<file path="src/rtl/gb_run_ctrl.sv">
// gb_run_ctrl: run / halt / single-step / breakpoint controller for the GB core.
// Parses UART command bytes, gates the GB machine tick into gb_ce, compares the
// CPU debug PC against a programmable breakpoint, and reports ack / NAK /
// step-complete / breakpoint bytes through a 1-deep TX holding register.
//
// Ports:
//   clk, rst            system clock, synchronous active-high reset
//   rx_data, rx_valid   received command/argument byte, one-cycle strobe
//   gb_tick             one-cycle strobe per GB machine clock period
//   pc                  CPU PC, stable whenever gb_tick=1
//   gb_ce               gated tick to the core
//   halted              exec FSM is in HALT
//   bp_hit              one-cycle pulse the cycle after a breakpoint halt
//   tx_data, tx_valid   pending byte to the transmitter
//   tx_ready            transmitter accepts when tx_valid & tx_ready
//   tx_ovf              sticky: a message was dropped
module gb_run_ctrl #(
    parameter bit RESET_HALTED = 1'b0,
    parameter int ARG_TIMEOUT  = 5000000,
    parameter int TO_W         = 23
) (
    input  logic        clk,
    input  logic        rst,
    input  logic [7:0]  rx_data,
    input  logic        rx_valid,
    input  logic        gb_tick,
    input  logic [15:0] pc,
    output logic        gb_ce,
    output logic        halted,
    output logic        bp_hit,
    output logic [7:0]  tx_data,
    output logic        tx_valid,
    input  logic        tx_ready,
    output logic        tx_ovf
);

    localparam logic [7:0] CMD_H = 8'h48;
    localparam logic [7:0] CMD_R = 8'h52;
    localparam logic [7:0] CMD_C = 8'h43;
    localparam logic [7:0] CMD_S = 8'h53;
    localparam logic [7:0] CMD_B = 8'h42;
    localparam logic [7:0] MSG_ACK  = 8'h06;
    localparam logic [7:0] MSG_NAK  = 8'h15;
    localparam logic [7:0] MSG_STEP = 8'h2E;
    localparam logic [7:0] MSG_BP   = 8'h21;
    localparam logic [TO_W-1:0] TO_LAST = TO_W'(ARG_TIMEOUT - 1);

    typedef enum logic [1:0] {S_RUN, S_HALT, S_STEP} exec_t;
    typedef enum logic [1:0] {P_IDLE, P_ARG_HI, P_ARG_LO} parse_t;

    exec_t           exec;
    parse_t          parse;
    logic            cmd_step;   // 1: collecting 'S' args, 0: collecting 'B' args
    logic [7:0]      arg_hi;
    logic [TO_W-1:0] to_cnt;
    logic [15:0]     step_cnt;
    logic [15:0]     bp_addr;
    logic            bp_en;
    logic            skip;       // ignore breakpoint until the next passed tick

    logic       bp_match, can_run, bp_event, step_done, to_abort;
    logic       resp_vld, msg_vld, msg_collide, tx_busy;
    logic [7:0] resp_byte, msg_byte;

    assign halted   = (exec == S_HALT);
    assign bp_match = bp_en & ~skip & (pc == bp_addr);
    assign can_run  = (exec == S_RUN) | ((exec == S_STEP) & (step_cnt != 16'd0));
    assign gb_ce    = gb_tick & can_run & ~bp_match;
    assign bp_event = gb_tick & can_run & bp_match;
    assign step_done = gb_ce & (exec == S_STEP) & (step_cnt == 16'd1);
    assign to_abort = ~rx_valid & (parse != P_IDLE) & (to_cnt == TO_LAST);

    // Parser response: ack on completed command, NAK on unknown byte or timeout.
    always_comb begin
        resp_vld  = 1'b0;
        resp_byte = MSG_ACK;
        if (rx_valid) begin
            case (parse)
                P_IDLE: begin
                    case (rx_data)
                        CMD_H, CMD_R, CMD_C: resp_vld = 1'b1;
                        CMD_S, CMD_B: ;
                        default: begin
                            resp_vld  = 1'b1;
                            resp_byte = MSG_NAK;
                        end
                    endcase
                end
                P_ARG_LO: resp_vld = 1'b1;
                default: ;
            endcase
        end else if (to_abort) begin
            resp_vld  = 1'b1;
            resp_byte = MSG_NAK;
        end
    end

    // Priority: breakpoint > step-complete > ack/NAK; losers are dropped.
    assign msg_vld     = bp_event | step_done | resp_vld;
    assign msg_byte    = bp_event ? MSG_BP : (step_done ? MSG_STEP : resp_byte);
    assign msg_collide = (bp_event & (step_done | resp_vld)) | (step_done & resp_vld);
    assign tx_busy     = tx_valid & ~tx_ready;

    always_ff @(posedge clk) begin
        if (rst) begin
            exec     <= RESET_HALTED ? S_HALT : S_RUN;
            parse    <= P_IDLE;
            cmd_step <= 1'b0;
            arg_hi   <= 8'h00;
            to_cnt   <= '0;
            step_cnt <= 16'd0;
            bp_addr  <= 16'd0;
            bp_en    <= 1'b0;
            skip     <= 1'b0;
            bp_hit   <= 1'b0;
            tx_data  <= 8'h00;
            tx_valid <= 1'b0;
            tx_ovf   <= 1'b0;
        end else begin
            bp_hit <= bp_event;

            // Tick effects use the pre-command state; command updates below win.
            if (gb_ce) begin
                skip <= 1'b0;
                if (exec == S_STEP) begin
                    step_cnt <= step_cnt - 16'd1;
                    if (step_done)
                        exec <= S_HALT;
                end
            end

            if (rx_valid) begin
                to_cnt <= '0;
                case (parse)
                    P_IDLE: begin
                        case (rx_data)
                            CMD_H: exec  <= S_HALT;
                            CMD_R: exec  <= S_RUN;
                            CMD_C: bp_en <= 1'b0;
                            CMD_S: begin
                                cmd_step <= 1'b1;
                                parse    <= P_ARG_HI;
                            end
                            CMD_B: begin
                                cmd_step <= 1'b0;
                                parse    <= P_ARG_HI;
                            end
                            default: ;
                        endcase
                    end
                    P_ARG_HI: begin
                        arg_hi <= rx_data;
                        parse  <= P_ARG_LO;
                    end
                    P_ARG_LO: begin
                        parse <= P_IDLE;
                        if (cmd_step) begin
                            step_cnt <= {arg_hi, rx_data};
                            exec     <= ({arg_hi, rx_data} == 16'd0) ? S_HALT : S_STEP;
                        end else begin
                            bp_addr <= {arg_hi, rx_data};
                            bp_en   <= 1'b1;
                            skip    <= 1'b0;
                        end
                    end
                    default: parse <= P_IDLE;
                endcase
            end else if (parse != P_IDLE) begin
                to_cnt <= to_cnt + 1'b1;
                if (to_abort)
                    parse <= P_IDLE;
            end

            // A breakpoint halts regardless of any command in the same cycle.
            if (bp_event) begin
                exec <= S_HALT;
                skip <= 1'b1;
            end

            if (tx_valid & tx_ready)
                tx_valid <= 1'b0;
            if (msg_vld) begin
                if (tx_busy) begin
                    tx_ovf <= 1'b1;
                end else begin
                    tx_valid <= 1'b1;
                    tx_data  <= msg_byte;
                end
            end
            if (msg_collide)
                tx_ovf <= 1'b1;
        end
    end

endmodule
</file>
<file path="config.mk">
export PLATFORM = sky130hd
export DESIGN_NAME = gb_run_ctrl
export DESIGN_NICKNAME = d
export VERILOG_FILES = /design/src/rtl/gb_run_ctrl.sv
export SDC_FILE = /design/constraint.sdc
export NUM_CORES = 1
export LEC_CHECK = 0
export BUFFER_PORTS_ARGS = -buffer_cell sky130_fd_sc_hd__buf_2
export CORE_MARGIN = 4
export CORE_UTILIZATION = 26
export DETAILED_ROUTE_END_ITERATION = 16
export GPL_ROUTABILITY_DRIVEN = 0
export GPL_TIMING_DRIVEN = 0
export HOLD_SLACK_MARGIN = 0.12
export PLACE_DENSITY = 0.45
export SLEW_MARGIN = 15
export SYNTH_ARGS = -nofsm -noshare
export SYNTH_HDL_FRONTEND = slang
export SYNTH_SLANG_ARGS = --single-unit
</file>
<file path="constraint.sdc">
create_clock -name clk -period 2.65 [get_ports clk]
set_clock_uncertainty 0.15 [all_clocks]
set_input_delay 0.265 -clock clk [delete_from_list [all_inputs] [get_ports clk]]
set_output_delay 0.265 -clock clk [all_outputs]
set_load 0.02 [all_outputs]
</file>
==> impl_metrics.json, run 1 <==
{
  "end_kind": "output pin",
  "register_area_um2": 1590,
  "nets": 579,
  "p_leak_uw": 0.00180,
  "io_pins": 42,
  "drv_cap": 0,
  "synth.avg_cell_area_um2": 8.41,
  "ys_warn_count": 0,
  "wl_per_cell_um": 15.3,
  "arrival_ns": 2.21,
  "clk_pin_slew_ns": 0.06,
  "fin_util": 0.330,
  "cp.required_ns": 2.24,
  "drt_iter0_markers": 158,
  "dp.final_hpwl_mm": 8.47,
  "maxSlewHeadroom": 0.359,
  "die_x_um": 133,
  "worstHoldPathCells": 3,
  "dieArea_um2": 17600,
  "setup_violations": 0,
  "fill_cells": 1622,
  "setup_tns_ns": 0,
  "worst-r2r-cell-count": 8,
  "finalHoldViolCount": 0,
  "drc": 0,
  "outcome": "finished clean",
  "route.vias.total": 3680,
  "min_to": "bp_addr[0]$_SDFFE_PP0P_",
  "synth_edf_count": 0,
  "grt_setup_unrepaired": "true",
  "finalCriticalPeriod_ns": 2.62,
  "grt_max_degree": 13,
  "crit_buf_inv": 2,
  "cts_buffers": 9,
  "ant_nets": 0,
  "via_per_inst": 4.98,
  "grtUsageTotal": 0.128,
  "diodes": 0,
  "cpMaxStageDelayCell": "or4_4",
  "cts_tree": "built",
  "multiInputGateArea_um2": 2310,
  "areaGrowthSynthToFinish_pct": 24.4,
  "power_density_nw_per_um2": 531,
  "irDropWorstVdd_mv": 0.273,
  "fin_crit_sh": 0.990,
  "grt_pass1_wl_mm": 18.4,
  "die_y_um": 133,
  "slowest_delay_ns": 0.56,
  "tightest_slew_ns": 0.957,
  "synthesis.area_um2": 4040,
  "cts_root_buf": "clkbuf_16",
  "critical_path.top_delay_family": "simple AND/OR/NAND/NOR gates",
  "crit_chain": "or4_4 > or3_4 > o21ai_4 > a21oi_4 > clkbuf_8 > buf_6",
  "cts_buffer_depth": 2,
  "startpoint_type": "register",
  "r2r_end": "step_cnt[12]$_SDFF_PP0_",
  "crit_type": "reg -> out",
  "min_path_type": "in -> reg",
  "synth-seq-cells": 79,
  "seq_area_frac_synth": 0.392,
  "clkSinkCount": 79,
  "clkLatencyLatePin_ns": 0.33,
  "async_flop_share": 0,
  "coreArea_um2": 15200,
  "ys_types": 70,
  "drt-pass1-iter-count": 4,
  "r2r_slack_ns": 0.06,
  "initial_utilization": 0.266,
  "fmax_mhz": 381,
  "grt_pass1_vias": 3630,
  "r2r-start": "step_cnt[5]$_SDFF_PP0_",
  "port_buffers": 37,
  "slew_viol_final": 0,
  "worstHoldStart": "rx_data[0]",
  "netlist_instances": 480,
  "grt_overflow": 0,
  "cp_max_fo": 4,
  "h-tree-depth": 3,
  "p_total_uw": 2670,
  "row_count": 45,
  "drive_gt1_frac": 0.203,
  "synth_top_flop_cell": "dfxtp_1",
  "totalWireLength_mm": 11.3,
  "antenna_found_initial": 0
}
-- worst register-to-register path, stage by stage (launching register included) --
cell and delay, ns:
dfxtp_2 0.33, or4_4 0.56, or3_4 0.42, o21ai_4 0.21
a21oi_4 0.06, buf_4 0.20, buf_6 0.13, a31o_1 0.21
a311oi_2 0.25
-- flip-flops by register name, summed over array words and instances, names as in the netlist, 2 cells and up --
name,cells
step_cnt,16
parse,2
bp_addr,16
arg_hi,8
exec,2
tx_data,6
to_cnt,23
-- layer usage --
metal | GRT usage | wire (um) | vias up
li1 | - | - | 1846
met3 | 0.0262 | 360 | 6
met4 | 0.0266 | 72 | 0
met5 | 0 | 0 | -
met2 | 0.218 | 5490 | 60
met1 | 0.168 | 5390 | 1768
-- synth_stat cells, types with 3 or more instances --
library cell  number  area, um^2
a211oi_1          13        97.6
a21oi_1           32         160
a31oi_1            3        18.8
and3_1             4        25.0
and4_1             7        61.3
clkbuf_1          17        63.8
clkbuf_8           5        68.8
dfxtp_1           79        1580
ha_1               3        37.5
inv_1             14        52.6
mux2i_1            7        70.1
nand2_1           49         184
nand2b_1           5        31.3
nand3_1           18        90.1
nand3b_1           4        30.0
nand4_1           14        87.6
nor2_1            66         248
nor2b_1            4        25.0
nor3_1            10        50.1
nor3b_1            3        22.5
nor4_1            15        93.8
o21ai_0            9        45.0
xnor2_1           25         219
xor2_1            17         149
-- area by class of cell --
| type | instances | area share |
|---|---|---|
| timing repair buffer | 58 | 0.0730 |
| inverter | 14 | 0.0105 |
| tap | 188 | 0.0468 |
| clock buffer | 13 | 0.0558 |
| multi-input combinational | 361 | 0.459 |
| clock inverter | 2 | 0.00747 |
| sequential | 79 | 0.316 |
| buffer | 24 | 0.0309 |
-- through the flow --
stage | instance area, um^2 | instances | hold WS, ns | setup WS, ns
after floorplan | 4040 | 481 | 0.251 | 0.173
after global placement | 4460 | 706 | 0.311 | -0.268
final | 5020 | 739 | 0.175 | 0.0263
after CTS | 4930 | 734 | 0.175 | -0.0131
after global routing | 5020 | 739 | 0.205 | -0.0117
after detailed placement | 4460 | 706 | 0.309 | -0.280
-- what timing repair did --
item                       CTS  global route
hold endpoints to repair    13             0
hold buffers                 7             0
setup endpoints to repair   10            27
resized for setup           11            12
setup buffers                7             7
pin swaps                    3             4
-- power breakdown --
group          total, uW  switching [uW]  internal, uW  leakage (uW)
combinational        171             102          68.7       0.00101
clock               1300             474           828      0.000154
sequential          1200            3.86          1190      0.000639
total               2670             580          2090       0.00180
-- how the worst max path moves through the flow --
stage,startpoint,to,slack (ns),cells past startpoint
floorplan,step_cnt[2]$_SDFF_PP0_,tx_data[0]$_SDFFE_PP0P_,0.17,7
global placement,pc[0],tx_data[0]$_SDFFE_PP0P_,-0.27,7
detailed placement,pc[0],tx_data[0]$_SDFFE_PP0P_,-0.28,7
CTS,step_cnt[3]$_SDFF_PP0_,gb_ce,-0.01,7
global route,step_cnt[3]$_SDFF_PP0_,gb_ce,-0.01,6
finish,step_cnt[5]$_SDFF_PP0_,gb_ce,0.03,6
-- layout by cell type (no fill, tap or decap), types with 3 or more instances in the layout --
cell type / Yosys / routed
nand2_1: 49 / 49
dlygate4sd3_1: 0 / 7
ha_1: 3 / 3
clkbuf_8: 5 / 9
buf_2: 1 / 36
a2111oi_2: 2 / 4
and3_1: 4 / 4
a21oi_1: 32 / 31
dfxtp_1: 79 / 76
clkbuf_16: 0 / 9
inv_1: 14 / 14
nor3_1: 10 / 9
xnor2_1: 25 / 25
nand3b_1: 4 / 4
clkbuf_1: 17 / 15
nand3_1: 18 / 17
nor4_1: 15 / 13
xor2_1: 17 / 17
a31oi_1: 3 / 3
a211oi_1: 13 / 12
mux2i_1: 7 / 7
o21ai_0: 9 / 9
and4_1: 7 / 7
nand2b_1: 5 / 5
buf_4: 2 / 16
nand4_1: 14 / 14
nor2b_1: 4 / 4
nor2_1: 66 / 66
-- cells by family after synthesis --
family	after synthesis	share of synthesized area
AOI/OAI and AO/OA	88	0.155
xor gates and xnor gates	42	0.0911
adders and majority gates	4	0.0118
buffers and inverters	41	0.0546
DFF	79	0.392
muxes	7	0.0174
other	1	0.000929
and+or+nand+nor	218	0.278
No activity file was read; power rests on OpenSTA's default activity.
==> run 2: changes to the inputs <==
==> constraint.sdc (replaced) <==
create_clock -name clk -period 2.35 [get_ports clk]
set_clock_uncertainty 0.15 [all_clocks]
set_input_delay 0.5875 -clock clk [delete_from_list [all_inputs] [get_ports clk]]
set_output_delay 0.5875 -clock clk [all_outputs]
set_load 0.02 [all_outputs]
==> impl_metrics.json, run 2 (synthesis gave the netlist of run 1 again) <==
{
  "diodes": 0,
  "wl_per_cell_um": 16.3,
  "row_count": 45,
  "fin_util": 0.346,
  "grt_max_degree": 13,
  "crit_type": "reg -> out",
  "holdWs_ns": 0.312,
  "violations": "setup timing",
  "clkLatencyLatePin_ns": 0.34,
  "min_path_type": "reg -> reg",
  "grt_pass1_wl_mm": 19.1,
  "route.vias.total": 3694,
  "swShare": 0.219,
  "initial_utilization": 0.266,
  "combinationalPowerShare": 0.067,
  "grtUsageTotal": 0.136,
  "grt_setup_unrepaired": "true",
  "drt_iter0_markers": 207,
  "port_buffers": 37,
  "end_kind": "output pin",
  "fmax_mhz": 346,
  "largest_reg_flops": 23,
  "outcome": "finished, violations left",
  "seqPwrFrac": 0.432,
  "setup_violations": 22,
  "cp.required_ns": 1.61,
  "die_x_um": 133,
  "tightest_slew_ns": 0.656,
  "clk_pin_slew_ns": 0.06,
  "arrival_ns": 2.16,
  "areaGrowthSynthToFinish_pct": 30.3,
  "dieArea_um2": 17600,
  "drive_gt1_frac": 0.252,
  "layout_commonest_cell": "dfxtp_1",
  "dp.final_hpwl_mm": 8.71,
  "finalCriticalPeriod_ns": 2.89,
  "slew_viol_final": 0,
  "final_cells": 739,
  "power_density_nw_per_um2": 595,
  "cp_max_fo": 3,
  "postLayoutSetupSlackWorst_ns": -0.543,
  "top_regs": "to_cnt (23), bp_addr (16), step_cnt (16)",
  "cts_buffers": 9,
  "grt_pass1_vias": 3611,
  "clkSinkCount": 79,
  "final_area_um2": 5260,
  "postPlaceCellArea_um2": 4470,
  "layout_common_cells": "dfxtp_1 (74), nor2_1 (65), nand2_1 (49)",
  "coreArea_um2": 15200,
  "via_per_inst": 5.00,
  "h-tree-depth": 3,
  "drt-pass1-iter-count": 4,
  "totalWireLength_mm": 12.1,
  "drv_cap": 0,
  "p_leak_uw": 0.00191,
  "cts_buffer_depth": 2,
  "cts_tree": "built",
  "setup_tns_ns": -6.39,
  "dp.cells": 706,
  "net-switching-power_uw": 685,
  "maxSlewHeadroom": 0.561,
  "drc": 0,
  "grt_overflow": 0,
  "intPower_uw": 2440,
  "antenna_found_initial": 0,
  "largest-register": "to_cnt",
  "finalHoldViolCount": 0,
  "postCtsHoldBufs": 0,
  "ant_nets": 0,
  "fin_crit_sh": 1.23,
  "die_y_um": 133,
  "io_pins": 42,
  "nets": 579,
  "startpoint_type": "register",
  "irDropWorstVdd_mv": 0.375,
  "cts_root_buf": "clkbuf_16",
  "clockPowerShare": 0.501
}
run 2: cell count changes in the layout (fill, tap and decap cells not counted), sizes merged:
cell         before  now
buf              55   62
clkinvlp          1    0
dlygate4sd3       7    0
clkbuf           33   32
bufinv            1    2
clkinv            0    1
run 2: final timing paths:
kind,slack (ns),depth (start not counted),startpoint,to
max reg2reg,-0.48,11,step_cnt[9]$_SDFF_PP0_,step_cnt[7]$_SDFF_PP0_
min,0.31,2,tx_ovf$_SDFFE_PP0P_,tx_ovf$_SDFFE_PP0P_
max,-0.54,6,step_cnt[9]$_SDFF_PP0_,gb_ce
min reg2reg,0.31,2,tx_ovf$_SDFFE_PP0P_,tx_ovf$_SDFFE_PP0P_
run 2: per-stage QoR:
step | setup slack (ns) | total power, uW
after floorplan | -0.139 | 1480
after global placement | -0.666 | 1550
after detailed placement | -0.679 | 1550
after CTS | -0.652 | 3150
after global routing | -0.600 | 3250
final | -0.543 | 3130
run 2: timing repair:
action / in CTS / in global routing
gates cloned: 0 / 1
resized for setup: 21 / 42
setup endpoints to repair: 42 / 45
buffers inserted: 12 / 10
pin swaps: 6 / 16
run 2: power groups by stage:
stage                     Clock (uW)  Combinational, uW  Sequential [uW]
final                           1570                209             1350
after global routing            1670                228             1350
after CTS                       1610                188             1350
after detailed placement           0                174             1380
after global placement             0                173             1380
after floorplan                    0               93.6             1390
run 2: layer usage:
layer | track usage | wire [um] | vias to the layer above
li1 | - | - | 1844
met1 | 0.173 | 5450 | 1773
met2 | 0.227 | 5950 | 62
met3 | 0.0399 | 483 | 15
met4 | 0.0352 | 189 | 0
met5 | 0 | 0 | -
run 2: area by class of cell:
cell class              count  area [um^2]
plain buffers              24          161
clock buffers              12          267
clock inverters             3         65.1
fillers                  1611         9940
inverters                  14         52.6
multi-input cells         361         2490
flip-flops and latches     79         1590
well taps                 188          235
repair buffers             58          397
run 2: critical path, cell delays in order (launching register included):
cell     delay [ns]
dfxtp_2        0.33
or4_4          0.55
or3_4          0.41
o21ai_4        0.18
a21oi_4        0.06
buf_8          0.16
buf_6          0.12
==> run 3: changes to the inputs <==
REMOVE_ABC_BUFFERS = 1   (was not set)
==> impl_metrics.json, run 3 (synthesis gave the netlist of run 1 again) <==
{
  "outcome": "finished, violations left",
  "violations": "setup timing",
  "wl_per_cell_um": 15.7,
  "final_area_um2": 5000,
  "dieArea_um2": 17600,
  "fin_util": 0.329,
  "drt_iter0_markers": 172,
  "r2r-start": "step_cnt[7]$_SDFF_PP0_",
  "cts_buffers": 9,
  "port_buffers": 39,
  "crit_type": "reg -> out",
  "row_count": 45,
  "grt_overflow": 0,
  "fmax_mhz": 362,
  "layout_commonest_cell": "dfxtp_1",
  "fin_crit_sh": 1.18,
  "postPlaceCellArea_um2": 4320,
  "largest_reg_flops": 23,
  "grt_setup_unrepaired": "true",
  "cts_buffer_depth": 2,
  "grt_max_degree": 55,
  "largest-register": "to_cnt",
  "min_to": "tx_ovf$_SDFFE_PP0P_",
  "arrival_ns": 2.03,
  "min_path_type": "reg -> reg",
  "post-place-ws_ns": -1.02,
  "areaGrowthSynthToFinish_pct": 23.8,
  "top_regs": "to_cnt (23), bp_addr (16), step_cnt (16)",
  "grt_pass1_wl_mm": 18.1,
  "route.vias.total": 3590,
  "drv_cap": 0,
  "dp.final_hpwl_mm": 7.51,
  "coreArea_um2": 15200,
  "worstHoldStart": "tx_ovf$_SDFFE_PP0P_",
  "cp.required_ns": 1.61,
  "drt-pass1-iter-count": 4,
  "irDropWorstVdd_mv": 0.327,
  "maxSlewHeadroom": 0.407,
  "finalHoldViolCount": 0,
  "drc": 0,
  "r2r_slack_ns": -0.38,
  "finalCriticalPeriod_ns": 2.76,
  "worstHoldPathCells": 2,
  "cts_tree": "built",
  "p_leak_uw": 0.00177,
  "setup_violations": 25,
  "r2r_end": "tx_data[0]$_SDFFE_PP0P_",
  "die_x_um": 133,
  "startpoint": "step_cnt[7]$_SDFF_PP0_",
  "clkSinkCount": 79,
  "ant_nets": 0,
  "drive_gt1_frac": 0.246,
  "h-tree-depth": 3,
  "clkLatencyLatePin_ns": 0.34,
  "via_per_inst": 5.01,
  "cts_root_buf": "clkbuf_16",
  "postLayoutSetupSlackWorst_ns": -0.414,
  "fill_cells": 1660,
  "end_kind": "output pin",
  "die_y_um": 133,
  "startpoint_type": "register",
  "nets": 556,
  "grtUsageTotal": 0.128,
  "io_pins": 42,
  "slew_viol_final": 0,
  "grt_pass1_vias": 3551,
  "totalWireLength_mm": 11.3,
  "initial_utilization": 0.266,
  "power_density_nw_per_um2": 592,
  "clk_pin_slew_ns": 0.06,
  "antenna_found_initial": 0,
  "worst-r2r-cell-count": 8,
  "layout_common_cells": "dfxtp_1 (71), nor2_1 (65), nand2_1 (48)",
  "tightest_slew_ns": 0.888,
  "postCtsHoldBufs": 0,
  "diodes": 0,
  "cp_max_fo": 3
}
## run 3: cell types whose count changed in the layout (fill, tap and decap cells not counted), moves of 3 or more
cell	previous run	this run
buf_8	3	0
clkbuf_8	7	2
dfxtp_2	5	8
clkbuf_1	14	1
a211oi_1	10	7
a211oi_2	3	6
dfxtp_1	74	71
## run 3: power breakdown
group	internal (uW)	total [uW]	switching [uW]
registers	1350	1350	4.31
clock network	873	1420	545
logic	69.8	190	120
total	2290	2960	670
## run 3: stage by stage
stage / std cells / total power (uW) / setup TNS, ns / hold WS [ns]
final: 716 / 2960 / -4.83 / 0.304
after global routing: 716 / 3070 / -6.85 / 0.329
after floorplan: 454 / 1450 / -2.62 / 0.282
after detailed placement: 682 / 1540 / -34.86 / 0.306
after CTS: 707 / 2980 / -4.09 / 0.316
after global placement: 681 / 1540 / -42.91 / 0.288
## run 3: critical path, stage by stage, from the launching register on
cell     delay, ns
dfxtp_2       0.33
or4_4         0.53
or3_4         0.41
o21ai_4       0.17
a21oi_4       0.07
buf_6         0.18
## run 3: routing by layer
metal	routed length [um]	share of wire	up-vias	track usage
met4	135	0.012	0	0.0404
met5	0	0	-	0
met2	5650	0.50	61	0.216
met1	5140	0.46	1720	0.161
li1	-	-	1795	-
met3	342	0.030	14	0.0297
## run 3: worst max path at each step
stage,end,slack [ns],cells after the start
after floorplan,step_cnt[10]$_SDFF_PP0_,-0.27,6
after global placement,gb_ce,-1.03,6
after detailed placement,gb_ce,-1.02,6
after CTS,gb_ce,-0.40,5
after global routing,gb_ce,-0.46,5
final,gb_ce,-0.41,5
## run 3: final cells by class
| type | count | area (um^2) | area share |
|---|---|---|---|
| multi-input combinational | 362 | 2450 | 0.490 |
| sequential | 79 | 1590 | 0.319 |
| timing repair buffer | 58 | 369 | 0.0739 |
| clock buffer | 12 | 256 | 0.0513 |
| tap | 188 | 235 | 0.0471 |
| inverter | 14 | 52.6 | 0.0105 |
| clock inverter | 3 | 42.5 | 0.00851 |
## run 3: what timing repair did
item                       in CTS  in global routing
pin swaps                       5                  4
resized for setup              22                 34
cloned                          1                  1
buffers inserted                9                  8
setup endpoints to repair      52                 35
